===== src/rtl/keypad_pkg.sv =====
`default_nettype none
// ============================================================================
// Module      : keypad_pkg
// Description : Shared state encoding and width helper for the keypad scanner.
// Revision    : 1.0 - initial release
// ============================================================================
package keypad_pkg;

    localparam int c_state_w = 3;

    localparam logic [c_state_w-1:0] c_st_idle     = 3'd0;
    localparam logic [c_state_w-1:0] c_st_scan     = 3'd1;
    localparam logic [c_state_w-1:0] c_st_debounce = 3'd2;
    localparam logic [c_state_w-1:0] c_st_held     = 3'd3;
    localparam logic [c_state_w-1:0] c_st_release  = 3'd4;

    typedef enum logic [c_state_w-1:0] {
        ST_IDLE     = c_st_idle,
        ST_SCAN     = c_st_scan,
        ST_DEBOUNCE = c_st_debounce,
        ST_HELD     = c_st_held,
        ST_RELEASE  = c_st_release
    } state_t;

    // Bits needed to index 'value' items; never less than one.
    function automatic int clog2(input int value);
        int result;
        int v;
        result = 0;
        v      = value - 1;
        while (v > 0) begin
            result = result + 1;
            v      = v >> 1;
        end
        return (result < 1) ? 1 : result;
    endfunction

endpackage
`default_nettype wire


===== src/rtl/keypad_sync.sv =====
`default_nettype none
// ============================================================================
// Module      : keypad_sync
// Description : Parametrised-width two-flop synchroniser, async active-low reset.
// Revision    : 1.0 - initial release
// ============================================================================
module keypad_sync #(
    parameter int WIDTH = 4
) (
    input  logic             clock,
    input  logic             reset_n,
    input  logic [WIDTH-1:0] i_async,
    output logic [WIDTH-1:0] o_sync
);

    logic [WIDTH-1:0] r_meta;
    logic [WIDTH-1:0] r_sync;

    always_ff @(posedge clock or negedge reset_n) begin
        if (!reset_n) begin
            r_meta <= '0;
            r_sync <= '0;
        end else begin
            r_meta <= i_async;
            r_sync <= r_meta;
        end
    end

    assign o_sync = r_sync;

endmodule
`default_nettype wire


===== src/rtl/keypad_matrix_scanner.sv =====
`default_nettype none
// ============================================================================
// Module      : keypad_matrix_scanner
// Description : Column-scanning keypad decoder with debounce, multi-row reject
//               and valid/ready output. KEYPAD_REPEAT_EN adds auto-repeat.
// Revision    : 1.0 - initial release
// ============================================================================
module keypad_matrix_scanner
    import keypad_pkg::*;
#(
    parameter  int ROWS            = 4,
    parameter  int COLS            = 4,
    parameter  int SCAN_HOLD       = 3,
    parameter  int DEBOUNCE_CYCLES = 4,
    parameter  int REPEAT_DELAY    = 64,
    parameter  int REPEAT_PERIOD   = 16,
    localparam int CODE_W          = clog2(ROWS * COLS)
) (
    input  logic              clock,
    input  logic              reset_n,
    input  logic [ROWS-1:0]   row,
    output logic [COLS-1:0]   col,
    output logic [CODE_W-1:0] code,
    output logic              valid,
    input  logic              ready,
    output logic              multi_key,
    output logic              overflow
);

    localparam int c_col_w = clog2(COLS);
    localparam int c_row_w = clog2(ROWS);
    localparam int c_cnt_w = clog2(((SCAN_HOLD > DEBOUNCE_CYCLES) ? SCAN_HOLD : DEBOUNCE_CYCLES) + 1);

    localparam logic [c_cnt_w-1:0] c_hold_last = c_cnt_w'(SCAN_HOLD - 1);
    localparam logic [c_cnt_w-1:0] c_deb_done  = c_cnt_w'(DEBOUNCE_CYCLES);
    localparam logic [c_cnt_w-1:0] c_rel_last  = c_cnt_w'(DEBOUNCE_CYCLES - 1);
    localparam logic [c_col_w-1:0] c_col_last  = c_col_w'(COLS - 1);

    generate
        if (ROWS < 2 || COLS < 2 || SCAN_HOLD < 3 || DEBOUNCE_CYCLES < 1 ||
            REPEAT_DELAY < 1 || REPEAT_PERIOD < 1) begin : g_param_check
            $error("keypad_matrix_scanner: illegal parameter value");
        end
    endgenerate

    logic [ROWS-1:0]    w_s_row;
    state_t             r_state,     w_state_nxt;
    logic [c_col_w-1:0] r_col_idx,   w_col_idx_nxt;
    logic [c_cnt_w-1:0] r_cnt,       w_cnt_nxt;
    logic [ROWS-1:0]    r_pattern,   w_pattern_nxt;
    logic               w_press_emit;
    logic               w_multi_evt;
    logic               w_rep_emit;
    logic               w_emit;
    logic [c_row_w-1:0] w_row_idx;
    logic [CODE_W-1:0]  w_new_code;
    logic [CODE_W-1:0]  r_code;
    logic               r_valid;
    logic               r_multi_key;
    logic               r_overflow;

    keypad_sync #(
        .WIDTH (ROWS)
    ) u_row_sync (
        .clock   (clock),
        .reset_n (reset_n),
        .i_async (row),
        .o_sync  (w_s_row)
    );

    always_ff @(posedge clock or negedge reset_n) begin
        if (!reset_n) begin
            r_state   <= ST_IDLE;
            r_col_idx <= '0;
            r_cnt     <= '0;
            r_pattern <= '0;
        end else begin
            r_state   <= w_state_nxt;
            r_col_idx <= w_col_idx_nxt;
            r_cnt     <= w_cnt_nxt;
            r_pattern <= w_pattern_nxt;
        end
    end

    always_comb begin
        w_state_nxt   = r_state;
        w_col_idx_nxt = r_col_idx;
        w_cnt_nxt     = r_cnt;
        w_pattern_nxt = r_pattern;
        w_press_emit  = 1'b0;
        w_multi_evt   = 1'b0;
        case (r_state)
            ST_IDLE: begin
                if (|w_s_row) begin
                    w_state_nxt   = ST_SCAN;
                    w_col_idx_nxt = '0;
                    w_cnt_nxt     = '0;
                end
            end
            ST_SCAN: begin
                if (r_cnt == c_hold_last) begin
                    w_cnt_nxt = '0;
                    if (|w_s_row) begin
                        w_state_nxt   = ST_DEBOUNCE;
                        w_pattern_nxt = w_s_row;
                    end else if (r_col_idx == c_col_last) begin
                        w_state_nxt   = ST_IDLE;
                        w_col_idx_nxt = '0;
                    end else begin
                        w_col_idx_nxt = r_col_idx + c_col_w'(1);
                    end
                end else begin
                    w_cnt_nxt = r_cnt + c_cnt_w'(1);
                end
            end
            ST_DEBOUNCE: begin
                if (w_s_row == '0) begin
                    w_cnt_nxt = '0;
                    if (r_col_idx == c_col_last) begin
                        w_state_nxt   = ST_IDLE;
                        w_col_idx_nxt = '0;
                    end else begin
                        w_state_nxt   = ST_SCAN;
                        w_col_idx_nxt = r_col_idx + c_col_w'(1);
                    end
                end else if (w_s_row != r_pattern) begin
                    w_pattern_nxt = w_s_row;
                    w_cnt_nxt     = '0;
                end else if (r_cnt == c_deb_done) begin
                    w_state_nxt  = ST_HELD;
                    w_cnt_nxt    = '0;
                    w_press_emit = $onehot(r_pattern);
                    w_multi_evt  = !$onehot(r_pattern);
                end else begin
                    w_cnt_nxt = r_cnt + c_cnt_w'(1);
                end
            end
            ST_HELD: begin
                if (w_s_row == '0) begin
                    w_state_nxt = ST_RELEASE;
                    w_cnt_nxt   = '0;
                end
            end
            ST_RELEASE: begin
                if (|w_s_row) begin
                    w_state_nxt = ST_HELD;
                    w_cnt_nxt   = '0;
                end else if (r_cnt == c_rel_last) begin
                    w_state_nxt   = ST_IDLE;
                    w_cnt_nxt     = '0;
                    w_col_idx_nxt = '0;
                end else begin
                    w_cnt_nxt = r_cnt + c_cnt_w'(1);
                end
            end
            default: begin
                w_state_nxt   = ST_IDLE;
                w_col_idx_nxt = '0;
                w_cnt_nxt     = '0;
            end
        endcase
    end

`ifdef KEYPAD_REPEAT_EN
    localparam int c_rep_w = clog2(((REPEAT_DELAY > REPEAT_PERIOD) ? REPEAT_DELAY : REPEAT_PERIOD) + 1);
    localparam logic [c_rep_w-1:0] c_delay_last  = c_rep_w'(REPEAT_DELAY - 1);
    localparam logic [c_rep_w-1:0] c_period_last = c_rep_w'(REPEAT_PERIOD - 1);

    logic [c_rep_w-1:0] r_rep_cnt;
    logic               r_rep_phase;

    // The pattern is frozen in HELD/RELEASE, so one-hot marks an accepted key.
    assign w_rep_emit = (r_state == ST_HELD) && $onehot(r_pattern) &&
                        (r_rep_phase ? (r_rep_cnt == c_period_last)
                                     : (r_rep_cnt == c_delay_last));

    // Frozen through RELEASE so a release bounce does not restart the delay.
    always_ff @(posedge clock or negedge reset_n) begin
        if (!reset_n) begin
            r_rep_cnt   <= '0;
            r_rep_phase <= 1'b0;
        end else if (r_state != ST_HELD && r_state != ST_RELEASE) begin
            r_rep_cnt   <= '0;
            r_rep_phase <= 1'b0;
        end else if (r_state == ST_HELD && $onehot(r_pattern)) begin
            if (w_rep_emit) begin
                r_rep_cnt   <= '0;
                r_rep_phase <= 1'b1;
            end else begin
                r_rep_cnt <= r_rep_cnt + c_rep_w'(1);
            end
        end
    end
`else
    assign w_rep_emit = 1'b0;
`endif

    always_comb begin
        w_row_idx = '0;
        for (int i = 0; i < ROWS; i++) begin
            if (r_pattern[i]) begin
                w_row_idx = c_row_w'(i);
            end
        end
    end

    assign w_new_code = CODE_W'(int'(w_row_idx) * COLS + int'(r_col_idx));
    assign w_emit     = w_press_emit | w_rep_emit;

    always_ff @(posedge clock or negedge reset_n) begin
        if (!reset_n) begin
            r_code      <= '0;
            r_valid     <= 1'b0;
            r_multi_key <= 1'b0;
            r_overflow  <= 1'b0;
        end else begin
            r_multi_key <= w_multi_evt;
            r_overflow  <= w_emit && r_valid && !ready;
            if (w_emit) begin
                if (!r_valid || ready) begin
                    r_code  <= w_new_code;
                    r_valid <= 1'b1;
                end
            end else if (r_valid && ready) begin
                r_valid <= 1'b0;
            end
        end
    end

    always_comb begin
        if (r_state == ST_IDLE) begin
            col = '1;
        end else begin
            col = COLS'(1) << r_col_idx;
        end
    end

    assign code      = r_code;
    assign valid     = r_valid;
    assign multi_key = r_multi_key;
    assign overflow  = r_overflow;

endmodule
`default_nettype wire


===== config.mk =====
export PLATFORM = sky130hd
export DESIGN_NAME = keypad_matrix_scanner
export DESIGN_NICKNAME = d
export VERILOG_FILES = /design/src/rtl/keypad_pkg.sv /design/src/rtl/keypad_sync.sv /design/src/rtl/keypad_matrix_scanner.sv
export SDC_FILE = /design/constraint.sdc
export NUM_CORES = 1
export LEC_CHECK = 0
export BUFFER_PORTS_ARGS = -buffer_cell sky130_fd_sc_hd__buf_2
export CAP_MARGIN = 30
export CORE_MARGIN = 5
export CORE_UTILIZATION = 51
export CTS_BUF_LIST = sky130_fd_sc_hd__clkbuf_4
export DETAILED_ROUTE_END_ITERATION = 8
export PLACE_DENSITY = 0.73
export SLEW_MARGIN = 30
export SYNTH_ARGS = -nofsm -noshare
export SYNTH_HDL_FRONTEND = slang
export SYNTH_SLANG_ARGS = --single-unit

===== constraint.sdc =====
create_clock -name clock -period 7.9 [get_ports clock]
set_input_delay 0.395 -clock clock [delete_from_list [all_inputs] [get_ports clock]]
set_output_delay 0.395 -clock clock [all_outputs]
set_load 0.03 [all_outputs]

==> After elaboration in Yosys (flattened, before gate mapping) <==
Index checks and enable logic that the tools add are counted.
{ "totals": {"regBits": 27, "word_cells": 110, "input_bits": 7, "out_inout_bits": 11} }
{ "op_classes": {"n_addsub": 6, "n_shift": 1, "muxes": 49, "bitwise": 1, "eq_ne": 25, "reduce_logical": 18} }
{ "op_table": {"columns": ["operator", "n"], "rows": [
  ["3-bit two-way mux", 18],
  ["3-bit one-hot mux with 5 select lines", 2],
  ["4-bit two-way mux", 5],
  ["2-bit inequality test, second input constant", 10],
  ["2-bit two-way mux", 9],
  ["7-bit AND reduction", 2],
  ["1-bit two-way mux", 13],
  ["3-bit by 2-bit == test with 1-bit output, second input constant", 4],
  ["3-bit inequality test, second input constant", 4],
  ["2-bit one-hot mux with 5 select lines", 1],
  ["4-bit one-hot mux with 2 select lines", 1],
  ["3-bit by 1-bit == test with 1-bit output, second input constant", 2],
  ["3-bit == test, second input constant", 2],
  ["2-bit AND reduction", 3],
  ["5-bit AND reduction", 1],
  ["1-bit by 1-bit adder with 2-bit output", 2],
  ["4-bit by 2-bit adder with 4-bit output", 1],
  ["4-bit logical NOT", 1],
  ["4-bit inequality test", 1],
  ["2-bit nonzero test", 2],
  ["4-bit OR reduction", 1],
  ["1-bit by 2-bit left shift with 4-bit output, first input constant", 1],
  ["2-bit by 2-bit adder with 3-bit output", 1],
  ["3-bit by 1-bit adder with 3-bit output, second input constant", 1],
  ["8 further kinds", 12]
]} }

==> Depth between registers and ports, before layout <==
Gate-level depths: netlist of run 1.
{ "logic_depth": {"ltp_word": 9, "mapped_depth": 10, "ltp_nobuf": 10} }

==> Modules after synthesis <==
From an unflattened synthesis of run 1, not the netlist that was laid out.
{ "hier_totals": {"hier_cells": 138, "area_unflattened_um2": 1537.7} }
{ "by_module_without_submodules": {"columns": ["module", "area_per_inst_um2", "cells_each", "instances"], "rows": [
  ["keypad_matrix_scanner", 1337.5, 130, 1],
  ["keypad_sync", 200.2, 8, 1]
]} }

==> Worst setup path after synthesis of run 1 <==
Ideal clock, no wire load.
{ "synth_path": {"path_type": "flip-flop to flip-flop", "start": "register r_pattern[0]", "end": "register r_code[0] (netlist: code[0])", "path_buffers": 0, "synth_period_minus_slack_ps": 2670, "t_required_ps": 7775, "path_stages_with_launch": 11, "setup_slack_ps": 5230, "arrival_time_ps": 2545, "path_cell_list": "dfrtp_1 inv_1 fa_1 inv_1 ha_1 ha_1 nor2_1 nand2_1 or4_4 nand2b_4 mux2_4"} }
{ "synth_via": {"elab_chain_len": 8, "word_cells_on_any_way": 9, "cone_classes": "2 x add/sub; 2 x eq/ne; 4 x mux; 1 x reduce/logical"} }
{ "synth_rtl": {"columns": ["item", "line", "text"], "rows": [
  ["start, declared", "keypad_matrix_scanner.sv:50", "logic [ROWS-1:0] r_pattern, w_pattern_nxt;"],
  ["start signal, assigned", "keypad_matrix_scanner.sv:81", "r_pattern <= w_pattern_nxt;"],
  ["1-bit by 1-bit adder with 2-bit output (implied by the code)", "keypad_matrix_scanner.sv:132", "w_press_emit = $onehot(r_pattern);"],
  ["2-bit by 2-bit adder with 3-bit output (implied by the code)", "keypad_matrix_scanner.sv:132", null],
  ["3-bit by 1-bit == test with 1-bit output", "keypad_matrix_scanner.sv:132", null],
  ["1-bit two-way mux", "keypad_matrix_scanner.sv:129", "end else if (r_cnt == c_deb_done) begin"],
  ["1-bit two-way mux *", "keypad_matrix_scanner.sv:126", "end else if (w_s_row != r_pattern) begin"],
  ["1-bit two-way mux *", "keypad_matrix_scanner.sv:117", "if (w_s_row == '0) begin"],
  ["1-bit two-way mux *", "keypad_matrix_scanner.sv:92", "case (r_state)"],
  ["2-bit AND reduction (no line) *", null, null],
  ["end signal, assigned", "keypad_matrix_scanner.sv:221", "r_code <= w_new_code;"],
  ["end, declared", "keypad_matrix_scanner.sv:57", "logic [CODE_W-1:0] r_code;"]
]} }
Mark *: on every way between the ends. The rest lies on a longest branch, timed or not.
A chain may end at the register's enable or synchronous reset.

==> Final worst setup path of run 1 <==
Ends and elaborated chain as after synthesis.

==> run_results.csv, run 1 <==
group,metric,value,unit
cells_and_area,fin_cells,185,
cells_and_area,register_area,676,µm²
clocking,cts_sinks,27,
detailed_routing,routed-via-count,1025,
logic_synthesis,ys_seq_area_share,45.6,%
clocking,ctsRootBufferMaster,"clkbuf_4",
clocking,cts_setup_buffers,0,
logic_synthesis,synth_edf_count,0,
global_route,grt_start_max_net_pins,28,
sta,period_share,35.1,%
sta,timing.final.crit_period,2.77,ns
sta,rsz0062_at_grt,"no",
logic_synthesis,netlist.area_leader.share,45.6,%
logic_synthesis,synth_cell_types,39,
sta,final_max_slew_viol_count,0,
die,start_util,53.7,%
clocking,cts_tree,"done",
outcome,status,"complete, no violations",
logic_synthesis,syn_inst,137,
global_route,overflow,0,
cells_and_area,drive_gt1_share,26.0,%
sta,finalHoldViolCount,0,
place,dp.cells,181,
logic_synthesis,synth_common_cells,"27 x dfrtp_1, 14 x inv_1, 12 x nor2_1",
die,dieWidth,63.9,µm
place,hpwl,1950,µm
clocking,cts_hold_buf,0,
sta,fin_worst_skew,0.00222,ns
cells_and_area,post-route-util,58.6,%
place,portBuffers,17,
logic_synthesis,synth_top_area_cell,"dfrtp_1",
logic_synthesis,yosysWarningCount,0,
power_and_ir_drop,power,0.500,mW
sta,tns,0,ns
clocking,cts_htree_levels,1,
logic_synthesis,syn_avg_cell_area,10.8,µm²
power_and_ir_drop,power.density,310,mW/mm²
clocking,cts_buffers,3,
die,die_area,0.00408,mm²
logic_synthesis,synthTopCellsByArea,"dfrtp_1 46%, ha_1 9.3%, inv_1 3.6%",
worst_setup_path,cp.arrival,2.99,ns
sta,whs,0.0556,ns
global_route,grt_pass1_vias,1022,
cells_and_area,num_antenna_cells,0,
clocking,clk_latency,0.32,ns
global_route,grt_use_total,13.8,%
detailed_routing,drc,0,
detailed_routing,routedWlPerCell,13.5,µm
worst_setup_path,crit_path_start_kind,"flop",
detailed_routing,detail-route-antenna-nets,0,
sta,fmax,0.361,GHz
worst_setup_path,worstPathRequired,8.12,ns
cells_and_area,multi_input_area,736,µm²
worst_setup_path,critical_path_class,"flop to flop",
die,num_rows,19,
detailed_routing,drtPass1Iterations,4,
worst_hold_path,hold_class,"input port to asynchronous set/reset pin",
detailed_routing,wirelength,2500,µm
place,place_ws,5.11,ns
place,place.gp.congestion,0.832,
logic_synthesis,synth_ff_type,"dfrtp_1",
die,die_h,63.9,µm
logic_synthesis,synthMostInstantiatedCell,"dfrtp_1",
power_and_ir_drop,total_leakage_power,0.811,nW
detailed_routing,viasPerCell,5.54,
die,pin_count,18,
sta,setup-violations-final,0,
cells_and_area,final_area,0.00162,mm²
logic_synthesis,ys_async_sr_fraction,100,%
worst_setup_path,worstSetupEndpointType,"flop",
sta,slew-limit-headroom,54.6,%
global_route,grt_pass1_wl,4570,µm
place,placed_area,0.00159,mm²
clocking,clock_path_buffers,2,
cells_and_area,fill_cells,250,
sta,setup_ws,5.13,ns
clocking,clk_pin_slew,0.13,ns
die,core_area,0.00276,mm²
detailed_routing,dr.first_iter.drc_count,57,
sta,worst_pin_slew,0.675,ns
cells_and_area,synthToLayoutAreaGrowth,9.13,%
clocking,post_cts_resized,0,
cells_and_area,nets,174,
logic_synthesis,syn_nets,156,
global_route,grt_antenna_before_repair,0,
worst_setup_path,cp_max_fo,4,
logic_synthesis,ys_seq_elements,27,
logic_synthesis,synth_area,0.00148,mm²
power_and_ir_drop,ir_worst_vdd,0.233,mV
job,drv_cap,0,
==> worst max-delay path, cell delays in order (launching register included) <==
cell and delay [ns]:
dfrtp_1 0.40, inv_1 0.07, fa_1 0.53, inv_1 0.04
ha_1 0.17, ha_1 0.27, nor2_1 0.10, nand2_1 0.07
or4_4 0.54, nand2b_4 0.19, mux2_4 0.30
==> cells in the final DEF, fill, tap and decap left out, drive strengths merged, types with 5 or more instances in the layout <==
master / n
a21oi: 6
buf: 17
dfrtp: 27
ha: 11
inv: 14
mux2: 7
mux2i: 5
nand2: 10
nor2: 12
o21ai: 5
==> sequential cells by signal, indices dropped and copies added, names as in the netlist <==
register / count
valid: 1
r_col_idx: 2
r_state: 3
u_row_sync.r_meta: 4
overflow: 1
u_row_sync.o_sync: 4
code: 4
r_cnt: 3
multi_key: 1
r_pattern: 4
==> power breakdown <==
part	internal [mW]	switching, mW	total, mW	leakage (nW)
registers	0.162	0.0365	0.198	0.336
logic	0.113	0.133	0.246	0.457
clock network	0.0190	0.0371	0.0560	0.0177
==> logic make-up (layout without fill, tap and decap cells) <==
group	after synthesis	after routing	synth area share, %
buf+inv	18	35	5.07
flops	27	27	45.6
xor+xnor	4	4	2.37
fa+ha+maj	12	12	10.7
mux	12	12	9.47
compound gates	24	24	11.2
simple gates	40	40	15.6
==> layout make-up <==
class	count	share of cell area, %
clock buffer	3	1.39
tap	31	2.40
clock inverter	1	0.310
timing repair buffer	17	5.27
multi-input combinational	92	45.5
sequential	27	41.8
inverter	14	3.25
==> final timing paths <==
| check | slack (ns) | cells past startpoint | startpoint | endpoint |
|---|---|---|---|---|
| max in group asynchronous | 7.47 | 1 | reset_n | r_pattern[0] |
| min reg2reg | 0.37 | 0 | u_row_sync.r_meta[0] | u_row_sync.o_sync[0] |
| max | 5.13 | 10 | r_pattern[0] | code[0] |
| min | 0.06 | 1 | reset_n | code[3] |
| min in group clock | 0.17 | 1 | row[1] | u_row_sync.r_meta[1] |
| max reg2reg | 5.13 | 10 | r_pattern[0] | code[0] |
==> metal layers <==
layer  vias to the layer above  track usage, %  wire, µm
li1                        502               -         -
met1                       498            17.0      1100
met2                        19            23.2      1230
met3                         6            3.50       127
met4                         0            4.68        46
met5                         -               0         0
(Power assumes the default switching activity.)
==> run 2, diff against run 1 <==
--- a/config.mk
+++ b/config.mk
@@ -11,7 +11,7 @@
 export CORE_UTILIZATION = 51
 export CTS_BUF_LIST = sky130_fd_sc_hd__clkbuf_4
 export DETAILED_ROUTE_END_ITERATION = 8
-export PLACE_DENSITY = 0.73
+export PLACE_DENSITY = 0.76
 export SLEW_MARGIN = 30
 export SYNTH_ARGS = -nofsm -noshare
 export SYNTH_HDL_FRONTEND = slang
==> constraint.sdc (replaced) <==
create_clock -name clock -period 2.48 [get_ports clock]
set_input_delay 0.124 -clock clock [delete_from_list [all_inputs] [get_ports clock]]
set_output_delay 0.124 -clock clock [all_outputs]
set_load 0.03 [all_outputs]
==> run 2 against run 1 <==
- the run now ends with negative setup slack left
- die area is the same
- hold slack improved by 0.029 ns
- cell area grew 8.2%
- flip-flop and latch count did not move
- sequential share of layout area fell by 3.2 points
- non-clock buffer count grew 14
- critical path type unchanged
- largest power group unchanged
==> run_results.csv, run 2 (same netlist as run 1, synthesis figures left out) <==
group,metric,value,unit
clocking,clk_pin_slew,0.15,ns
global_route,grt_pass1_wl,4660,µm
worst_hold_path,hold_class,"input port to flop",
sta,fin_worst_skew,0.0126,ns
clocking,cts_htree_levels,1,
detailed_routing,viasPerCell,5.48,
cells_and_area,mostFrequentLayoutCell,"dfrtp_1",
power_and_ir_drop,power,1.75,mW
worst_setup_path,worstPathRequired,2.70,ns
die,die_area,0.00408,mm²
cells_and_area,synthToLayoutAreaGrowth,18.1,%
worst_setup_path,cp_max_fo,4,
cells_and_area,num_antenna_cells,0,
clocking,ctsRootBufferMaster,"clkbuf_4",
worst_setup_path,cp.arrival,2.86,ns
die,pin_count,18,
sta,final_max_slew_viol_count,0,
clocking,clk_latency,0.33,ns
sta,finalHoldViolCount,0,
die,start_util,53.7,%
detailed_routing,routed-via-count,1090,
place,place_ws,-0.159,ns
place,placed_area,0.00164,mm²
detailed_routing,dr.first_iter.drc_count,47,
worst_setup_path,r2r_start,"r_pattern[0]",
sta,rsz0062_at_grt,"yes",
global_route,grt_antenna_before_repair,0,
job,drv_cap,0,
detailed_routing,routedWlPerCell,13.1,µm
clocking,cts_tree,"done",
worst_setup_path,critical_path_class,"flop to flop",
detailed_routing,detail-route-antenna-nets,0,
cells_and_area,nets,188,
outcome,status,"finished, violations left",
sta,setup-violations-final,4,
sta,fmax,0.380,GHz
clocking,clock_path_buffers,2,
cells_and_area,final_area,0.00175,mm²
global_route,grt_pass1_vias,1087,
clocking,cts_buffers,3,
sta,worst_pin_slew,0.579,ns
sta,timing.final.crit_period,2.63,ns
detailed_routing,drc,0,
die,num_rows,19,
sta,setup_ws,-0.154,ns
cells_and_area,drive_gt1_share,31.5,%
power_and_ir_drop,total_leakage_power,0.870,nW
cells_and_area,final_cell_mix,"27 x dfrtp_1, 17 x buf_2, 12 x inv_1, 11 x nor2_1",
global_route,overflow,0,
place,dp.cells,187,
die,die_h,63.9,µm
place,portBuffers,17,
outcome,violations,"negative setup slack",
worst_setup_path,crit_path_start_kind,"flop",
cells_and_area,fin_cells,199,
global_route,grt_use_total,14.0,%
worst_setup_path,worstSetupEndpointType,"flop",
detailed_routing,drtPass1Iterations,4,
clocking,cts_sinks,27,
detailed_routing,wirelength,2600,µm
sta,slew-limit-headroom,61.4,%
die,core_area,0.00276,mm²
cells_and_area,fill_cells,224,
power_and_ir_drop,ir_worst_vdd,0.776,mV
worst_setup_path,startpoint,"r_pattern[0]",
worst_hold_path,min-delay-start,"ready",
sta,period_share,106,%
die,dieWidth,63.9,µm
global_route,grt_start_max_net_pins,28,
place,place.gp.congestion,0.825,
power_and_ir_drop,power.density,1000,mW/mm²
place,hpwl,2010,µm
[run 2: changes by cell type in the layout (fill, tap and decap cells not counted), moves of 2 or more]
cell / previous run / this run
dlygate4sd3_1: 0 / 5
buf_4: 0 / 9
ha_1: 11 / 9
inv_2: 0 / 2
inv_1: 14 / 12
[run 2: per-layer routing]
metal  track usage [%]  up-vias  wire length, µm
li1                  -      531                -
met1              15.6      530             1060
met2              26.8       27             1370
met3              4.73        2              173
met4             0.779        0                4
met5                 0        -                0
[run 2: power breakdown]
group	leakage (nW)	internal, mW	switching [mW]
sequential	0.336	0.516	0.0901
combinational	0.516	0.459	0.492
clock	0.0183	0.0657	0.132
[run 2: what timing repair did]
action / in CTS / in global routing
hold endpoints to repair: 31 / 0
resized for setup: 2 / 1
hold buffers: 5 / 0
setup endpoints to repair: 4 / 4
setup buffers: 2 / 1
[run 2: critical path: stages, from the launching register on]
cell and delay, ns:
dfrtp_1 0.39, inv_2 0.05, fa_1 0.53, inv_1 0.04, ha_2 0.17, ha_4 0.21, nor2_2 0.08, nand2_1 0.06
or4_4 0.51, nand2b_4 0.18, mux2_4 0.29
[run 2: through the flow]
stage	utilization, %	hold WS, ns	setup TNS (ns)
after floorplan	-	-0.172	-0.277
after global placement	59.5	0.157	-0.212
after detailed placement	59.5	0.165	-0.474
after CTS	63.1	0.0765	-0.587
after global routing	63.4	0.0956	-0.791
final	63.4	0.0845	-0.567
[run 2: area by class of cell]
type | count | area [µm²] | share of cell area [%]
Tap cell | 31 | 38.8 | 2.22
Inverter | 14 | 52.6 | 3.01
Clock inverter | 1 | 8.76 | 0.501
Clock buffer | 3 | 22.5 | 1.29
Sequential cell | 27 | 676 | 38.7
Timing Repair Buffer | 31 | 203 | 11.6
Multi-Input combinational cell | 92 | 747 | 42.7
[run 2: final timing paths]
| check | end | slack (ns) | depth (start not counted) |
|---|---|---|---|
| setup / recovery | code[0] | -0.15 | 10 |
| hold / removal | valid | 0.08 | 3 |
| setup reg to reg | code[0] | -0.15 | 10 |
| hold reg to reg | u_row_sync.o_sync[2] | 0.37 | 0 |
| max in group asynchronous | multi_key | 1.79 | 2 |
| min in group asynchronous | r_pattern[3] | 0.31 | 2 |
==> run 3, diff against run 2 <==
--- a/config.mk
+++ b/config.mk
@@ -11,7 +11,7 @@
 export CORE_UTILIZATION = 51
 export CTS_BUF_LIST = sky130_fd_sc_hd__clkbuf_4
 export DETAILED_ROUTE_END_ITERATION = 8
-export PLACE_DENSITY = 0.76
+export PLACE_DENSITY = 0.73
 export SLEW_MARGIN = 30
 export SYNTH_ARGS = -nofsm -noshare
 export SYNTH_HDL_FRONTEND = slang
==> constraint.sdc (replaced) <==
create_clock -name clock -period 3.2 [get_ports clock]
set_input_delay 0.16 -clock clock [delete_from_list [all_inputs] [get_ports clock]]
set_output_delay 0.16 -clock clock [all_outputs]
set_load 0.03 [all_outputs]
==> run 3 against run 2 <==
- the run now ends clean
- register-to-register slack better by 0.59 ns
- combinational power down 36%
- largest power group unchanged
- critical path depth unchanged
- maximum frequency down 4.6%
- final cell count down 4.0%
- core utilization down 2.8 points
- clock skew down 0.0058 ns
==> run_results.csv, run 3 (same netlist as run 1, synthesis figures left out) <==
group,metric,value,unit
outcome,status,"complete, no violations",
worst_hold_path,min-delay-start,"ready",
clocking,ctsRootBufferMaster,"clkbuf_4",
cells_and_area,drive_gt1_share,25.0,%
worst_setup_path,worstSetupEndpointType,"flop",
die,num_rows,19,
detailed_routing,drc,0,
worst_setup_path,crit_chain,"inv_1, fa_1, inv_1, ha_1, ha_1, nor2_1, nand2_1, or4_4, nand2b_4, mux2_4",
die,die_h,63.9,µm
cells_and_area,nets,180,
sta,setup-violations-final,0,
die,dieWidth,63.9,µm
sta,fmax,0.362,GHz
cells_and_area,post-route-util,60.6,%
sta,period_share,86.3,%
sta,fin_worst_skew,0.00681,ns
job,drv_cap,0,
worst_hold_path,hold_end,"overflow",
worst_setup_path,r2r_start,"r_pattern[0]",
cells_and_area,multi_input_area,729,µm²
worst_setup_path,critical_path_class,"flop to flop",
worst_setup_path,r2r-end,"code[2]",
clocking,clk_pin_slew,0.16,ns
clocking,cts_sinks,27,
global_route,grt_antenna_before_repair,0,
worst_setup_path,cp.arrival,3.00,ns
cells_and_area,mostFrequentLayoutCell,"dfrtp_1",
sta,slew-limit-headroom,61.6,%
clocking,clock_path_buffers,2,
sta,final_max_slew_viol_count,0,
detailed_routing,drtPass1Iterations,4,
detailed_routing,routed-via-count,1052,
power_and_ir_drop,ir_worst_vdd,0.581,mV
place,hpwl,1920,µm
worst_setup_path,crit_path_top_delay_cell,"or4_4",
detailed_routing,detail-route-antenna-nets,0,
power_and_ir_drop,power.density,751,mW/mm²
sta,tns,0,ns
detailed_routing,viasPerCell,5.51,
clocking,cts_hold_buf,5,
place,portBuffers,17,
worst_setup_path,cp_max_fo,4,
detailed_routing,dr.first_iter.drc_count,20,
sta,rsz0062_at_grt,"no",
global_route,grt_start_max_net_pins,28,
clocking,post_cts_resized,0,
global_route,grt_use_total,13.7,%
cells_and_area,fill_cells,251,
die,start_util,53.7,%
sta,timing.final.crit_period,2.76,ns
global_route,grt_pass1_wl,4570,µm
place,place.gp.congestion,0.842,
worst_setup_path,slowest_delay,0.54,ns
clocking,clk_latency,0.33,ns
clocking,cts_buffers,3,
cells_and_area,num_antenna_cells,0,
detailed_routing,routedWlPerCell,13.1,µm
cells_and_area,final_cell_mix,"27 x dfrtp_1, 17 x buf_2, 14 x inv_1, 12 x nor2_1, 11 x ha_1",
clocking,cts_htree_levels,1,
global_route,overflow,0,
clocking,cts_setup_buffers,0,
sta,finalHoldViolCount,0,
worst_setup_path,ff2ff_path_depth,10,
worst_hold_path,holdPathStages,3,
die,die_area,0.00408,mm²
global_route,grt_pass1_vias,1080,
worst_hold_path,hold_class,"input port to flop",
cells_and_area,synthToLayoutAreaGrowth,12.8,%
worst_setup_path,worstPathRequired,3.44,ns
clocking,cts_tree,"done",
worst_setup_path,r2r_setup_slack,0.44,ns
die,pin_count,18,
die,core_area,0.00276,mm²
sta,worst_pin_slew,0.576,ns
detailed_routing,wirelength,2510,µm
worst_setup_path,crit_path_start_kind,"flop",
power_and_ir_drop,total_leakage_power,0.837,nW
cells_and_area,register_area,676,µm²
[run 3: cell types whose count changed in the layout (fill, tap and decap cells not counted)]
cell    before  now
ha_2         1    0
inv_1       12   14
ha_1         9   11
ha_4         1    0
buf_4        9    1
nor2_1      11   12
nor2_2       1    0
inv_2        2    0
[run 3: power by group]
part	switching [mW]	internal, mW	leakage, nW
sequential	0.0899	0.400	0.336
clock	0.108	0.0511	0.0183
combinational	0.325	0.281	0.483
total	0.523	0.732	0.837
[run 3: final cells by class]
class	instances	share of cell area (%)
clock inverters	1	0.524
repair buffers	23	8.54
flip-flops and latches	27	40.4
clock buffers	3	1.35
well taps	31	2.32
inverters	14	3.15
multi-input cells	92	43.7
[run 3: how the worst max path moves through the flow]
stage                 start  endpoint  slack [ns]  cells after the start
3_5_place_dp   r_pattern[0]   code[0]        0.41                     10
3_3_place_gp   r_pattern[0]   code[0]        0.50                     10
5_1_grt        r_pattern[0]   code[1]        0.26                     10
4_1_cts        r_pattern[0]   code[0]        0.39                     10
6_report       r_pattern[0]   code[2]        0.44                     10
2_1_floorplan  r_pattern[0]   code[0]        0.53                     10
[run 3: metrics by stage]
stage / instance area (µm²) / std cells / power, mW / hold slack (ns) / setup WS (ns)
floorplan: 1480 / 137 / 0.969 / -0.136 / 0.530
global placement: 1590 / 182 / 1.07 / 0.188 / 0.498
detailed placement: 1590 / 182 / 1.10 / 0.197 / 0.410
CTS: 1670 / 191 / 1.27 / 0.105 / 0.391
global route: 1670 / 191 / 1.38 / 0.112 / 0.259
finish: 1670 / 191 / 1.26 / 0.101 / 0.439
[run 3: worst max-delay path, delay by kind of cell, from the launching register on]
kind | cells | cell delay, ns
adder cells (fa/ha/maj) | 3 | 0.97
buffers and inverters | 2 | 0.11
flip-flops | 1 | 0.40
multiplexers | 1 | 0.29
AND/OR/NAND/NOR | 4 | 0.90
[run 3: metal layers]
layer	global-route usage (%)	part of all wire, %	up-vias
li1	-	-	512
met1	17.0	46	517
met2	24.4	50	19
met3	2.80	4.0	4
met4	3.12	0.72	0
met5	0	0	-
